<file path="src/rtl/regfile_read_2r1w.sv">
`default_nettype none
// ============================================================================
//  Module   : regfile_read_2r1w
//  Brief    : 2^ADDR_WIDTH x DATA_WIDTH register file with one write port and
//             two registered, stallable read ports. Entry 0 is constant zero.
//             Optional same-edge write->read forwarding is selected by the
//             REGFILE_BYPASS_EN macro (undefined: read-before-write).
//  Revision : 1.0  initial release
// ============================================================================
module regfile_read_2r1w #(
    parameter int DATA_WIDTH = 32,
    parameter int ADDR_WIDTH = 5
) (
    input  logic                  cclk,
    input  logic                  rstb,
    input  logic                  write,
    input  logic [ADDR_WIDTH-1:0] waddr,
    input  logic [DATA_WIDTH-1:0] data_in,
    input  logic                  rd_en,
    input  logic [ADDR_WIDTH-1:0] raddr_a,
    input  logic [ADDR_WIDTH-1:0] raddr_b,
    input  logic                  stall,
    output logic [DATA_WIDTH-1:0] data_a,
    output logic [DATA_WIDTH-1:0] data_b,
    output logic                  rd_valid
);

    localparam int c_NUM_REGS = 2 ** ADDR_WIDTH;

    // Storage and its next-state
    logic [DATA_WIDTH-1:0] r_mem_q [c_NUM_REGS];
    logic [DATA_WIDTH-1:0] w_mem_d [c_NUM_REGS];

    // Read-port registers and their next-state
    logic [DATA_WIDTH-1:0] r_data_a_q;
    logic [DATA_WIDTH-1:0] r_data_b_q;
    logic                  r_rd_valid_q;
    logic [DATA_WIDTH-1:0] w_data_a_d;
    logic [DATA_WIDTH-1:0] w_data_b_d;
    logic                  w_rd_valid_d;

    // Read-side helpers
    logic                  w_rd_accept;
    logic                  w_fwd_a;
    logic                  w_fwd_b;
    logic [DATA_WIDTH-1:0] w_rd_a;
    logic [DATA_WIDTH-1:0] w_rd_b;

    // Write decode: update one entry; entry 0 is pinned to zero so it can
    // never hold anything else, which also makes index-0 reads return zero.
    always_comb begin
        for (int i = 0; i < c_NUM_REGS; i++) begin
            w_mem_d[i] = r_mem_q[i];
        end
        if (write && (waddr != '0)) begin
            w_mem_d[waddr] = data_in;
        end
        w_mem_d[0] = '0;
    end

    // Storage array, cleared as a whole by reset
    always_ff @(posedge cclk or negedge rstb) begin
        if (!rstb) begin
            for (int i = 0; i < c_NUM_REGS; i++) begin
                r_mem_q[i] <= '0;
            end
        end else begin
            for (int i = 0; i < c_NUM_REGS; i++) begin
                r_mem_q[i] <= w_mem_d[i];
            end
        end
    end

    // Collision detect: a write landing on a read index on the same edge.
    // Index 0 never forwards since writes to it are discarded.
`ifdef REGFILE_BYPASS_EN
    always_comb begin
        w_fwd_a = write && (waddr == raddr_a) && (raddr_a != '0);
        w_fwd_b = write && (waddr == raddr_b) && (raddr_b != '0);
    end
`else
    always_comb begin
        w_fwd_a = 1'b0;
        w_fwd_b = 1'b0;
    end
`endif

    // Read mux with optional forwarding of the in-flight write data
    always_comb begin
        w_rd_a = w_fwd_a ? data_in : r_mem_q[raddr_a];
        w_rd_b = w_fwd_b ? data_in : r_mem_q[raddr_b];
    end

    // Read-port next state: stall freezes everything, otherwise rd_en
    // decides whether new data is captured; data holds when not accepted.
    always_comb begin
        w_rd_accept  = rd_en && !stall;
        w_data_a_d   = w_rd_accept ? w_rd_a : r_data_a_q;
        w_data_b_d   = w_rd_accept ? w_rd_b : r_data_b_q;
        w_rd_valid_d = stall ? r_rd_valid_q : rd_en;
    end

    // Read-port registers; reset aborts any in-flight read
    always_ff @(posedge cclk or negedge rstb) begin
        if (!rstb) begin
            r_data_a_q   <= '0;
            r_data_b_q   <= '0;
            r_rd_valid_q <= 1'b0;
        end else begin
            r_data_a_q   <= w_data_a_d;
            r_data_b_q   <= w_data_b_d;
            r_rd_valid_q <= w_rd_valid_d;
        end
    end

    assign data_a   = r_data_a_q;
    assign data_b   = r_data_b_q;
    assign rd_valid = r_rd_valid_q;

endmodule
`default_nettype wire
</file>
<file path="config.mk">
export PLATFORM = sky130hd
export DESIGN_NAME = regfile_read_2r1w
export DESIGN_NICKNAME = d
export VERILOG_FILES = /design/src/rtl/regfile_read_2r1w.sv
export SDC_FILE = /design/constraint.sdc
export NUM_CORES = 2
export LEC_CHECK = 0
export CAP_MARGIN = 20
export CORE_ASPECT_RATIO = 1.4
export CORE_MARGIN = 3
export CORE_UTILIZATION = 60
export CTS_CLUSTER_DIAMETER = 60
export DETAILED_ROUTE_END_ITERATION = 10
export PLACE_DENSITY = 0.88
export RECOVER_POWER = 25
export SYNTH_ARGS = -nofsm -noshare
export SYNTH_HDL_FRONTEND = slang
export SYNTH_SLANG_ARGS = --single-unit
</file>
<file path="constraint.sdc">
create_clock -name cclk -period 4 [get_ports cclk]
set_input_delay 1 -clock cclk [delete_from_list [all_inputs] [get_ports cclk]]
set_output_delay 1 -clock cclk [all_outputs]
set_load 0.05 [all_outputs]
</file>
==> metrics.csv <==
metric,value,unit
layout.nets,3837,
max_stage_delay,0.89,ns
syn_area_per_cell,14.8,um^2
period_needed,3.24,ns
drc,0,
period_share,80.9,%
die_w,263,um
start_kind,flip-flop,
post_synth_num_cell_types,39,
clk_transition_reported_paths,0.07,ns
syn_area,0.0556,mm^2
p_leak,26.9,nW
arrival,2.24,ns
critPathTopFamily,buffers and inverters,
cp_data_required_time,3.00,ns
row_count,131,
tritoncts,done,
numCtsBuffers,99,
drtIter0Drc,4282,
final_layout_size_suffix_gt1_share,50.2,%
grt_pass1_wl,252000,um
crit_type,flip-flop to output port,
die_height,366,um
tightestPinTransition,2.57,ns
busiest_layer,met2,
grtUsageTotal,34.7,%
clk_latency,0.72,ns
synthesis.nets,3815,
critPathBufInv,1,
antenna_left,0,
setup_violations,0,
cts.path.max_buffers,3,
vias_per_cell,7.44,
grtUsageMet2,54.3,%
violations,"max-capacitance violations, max-slew violations",
routedWlPerCell,33.2,um
dp.cells,4865,
hold_buffers,0,
syn2layout_area_growth,12.1,%
hold_viol,0,
final.setup.tns,0,ns
ys.flop_type,dfrtp_1,
critPathSlowestCell,clkdlybuf4s50_1,
status,"complete, but fails checks",
cts_root_buf,clkbuf_16,
ys_seq_elements,1057,
power_density,510,mW/mm^2
grt_max_degree,93,
fin_skew,0.0241,ns
use_met3,9.36,%
seq_area_frac_synth,47.6,%
rsz0062_at_grt,no,
portBuffers,116,
via_count,37700,
max_cap_viol_count,1,
start_util,60.8,%
grt_pass1_vias,39700,
use_met1,42.6,%
ir_drop,0.000414,V
cts.sinks,1057,
relSlewSlack,-71.4,%
finalNonFillerCells,5065,
ios,117,
grt_overflow,0,
core-area,0.0915,mm^2
path_max_fanout,2,
slew_violations,71,
antenna_found_initial,9,
fmaxAchievable,309,MHz
first_pass_iters,9,
end_kind,output port,
worstHoldPathType,flip-flop to flip-flop,
crit_chain,clkdlybuf4s50_1,
synth_edf_count,0,
netlist_instances,3763,
dieArea,0.0964,mm^2
post-dp-hpwl,101000,um
post_cts_buffers,0,
cts-htree-levels,3,
cts_resized,0,
yosysWarnings,0,
async_reset_ff_share,100,%
gp_congestion,0.874,
drt-total-wl,168000,um
-- final cells by class --
cell class	count	area, um^2
clock inverters	45	593
flip-flops and latches	1057	26500
well taps	1197	1500
repair buffers	316	3440
diodes	5	12.5
multi-input cells	2310	27500
inverters	1	3.75
clock buffers	134	2860
fillers	5644	29100
-- synthesized netlist by cell type, drive strengths merged (33+ instances only) --
master,n,share of area (%)
nand2,92,0.62
clkbuf,204,1.4
nor2b,85,0.96
nor3,36,0.32
mux2i,154,2.8
buf,191,2.0
a221oi,49,0.77
mux2,1103,22
o22ai,44,0.49
a211oi,78,1.1
mux4,416,17
o21ai,59,0.53
dfrtp,1057,48
nor2,61,0.41
o41ai,33,0.67
-- sequential cells by signal (all words and copies together), names as in the netlist --
register,cells
r_mem_q,992
data_a,32
data_b,32
rd_valid,1
-- kinds of logic after synthesis --
logic type / after synthesis / synth area share [%]
AO/OA/AOI/OAI: 340 / 4.47
multiplexers: 1673 / 42.0
flip-flops: 1057 / 47.6
buffers and inverters: 396 / 3.42
AND/OR/NAND/NOR: 297 / 2.59
-- metrics by stage --
step	hold WS [ns]	utilization [%]	area (um^2)	power [W]	worst slack, ns
floorplan	0.491	-	55600	0.0192	1.26
global placement	0.468	64.0	58600	0.0210	0.521
detailed placement	0.471	64.0	58600	0.0215	0.467
CTS	0.317	67.8	62000	0.0316	0.769
global route	0.522	68.1	62300	0.0328	0.387
finish	0.481	68.1	62300	0.0318	0.762
-- worst reg2reg max path: stages (launching register included) --
cell and delay [ns]:
dfrtp_1 0.41, mux4_2 0.47, mux2_2 0.30, a211oi_1 0.52, o41ai_1 0.15
-- power breakdown --
part	internal, W	switching (W)	leakage [nW]
combinational	0.00400	0.00305	11.6
clock	0.00580	0.00433	1.70
sequential	0.0128	0.00181	13.5
total	0.0226	0.00919	26.9
-- final timing paths --
path	from	to	slack (ns)	cells past startpoint
max in group asynchronous	rstb	r_mem_q[120]	0.77	2
min reg2reg	rd_valid	rd_valid	0.48	2
max	data_b[26]	data_b[26]	0.76	1
min in group asynchronous	rstb	r_mem_q[851]	1.03	1
max reg2reg	r_mem_q[545]	data_a[1]	2.03	4
min	rd_valid	rd_valid	0.48	2
-- per-layer routing --
metal  wire length (um)  vias to the layer above
li1                   -                    14500
met1              58400                    19800
met2              79600                     2650
met3              17600                      751
met4              12500                        6
met5                 47                        -
-- layout by cell type (no fill, tap or decap), types with 49 or more instances in the layout --
cell,netlist,final
a221oi_1,49,49
mux4_2,416,416
mux2i_1,154,154
nor2b_1,84,83
a211oi_1,78,78
o21ai_0,59,59
clkbuf_16,0,106
mux2_2,1103,1103
nand2_1,92,75
clkdlybuf4s50_1,0,106
buf_4,29,126
dfrtp_1,1057,1057
(Power assumes the default switching activity.)
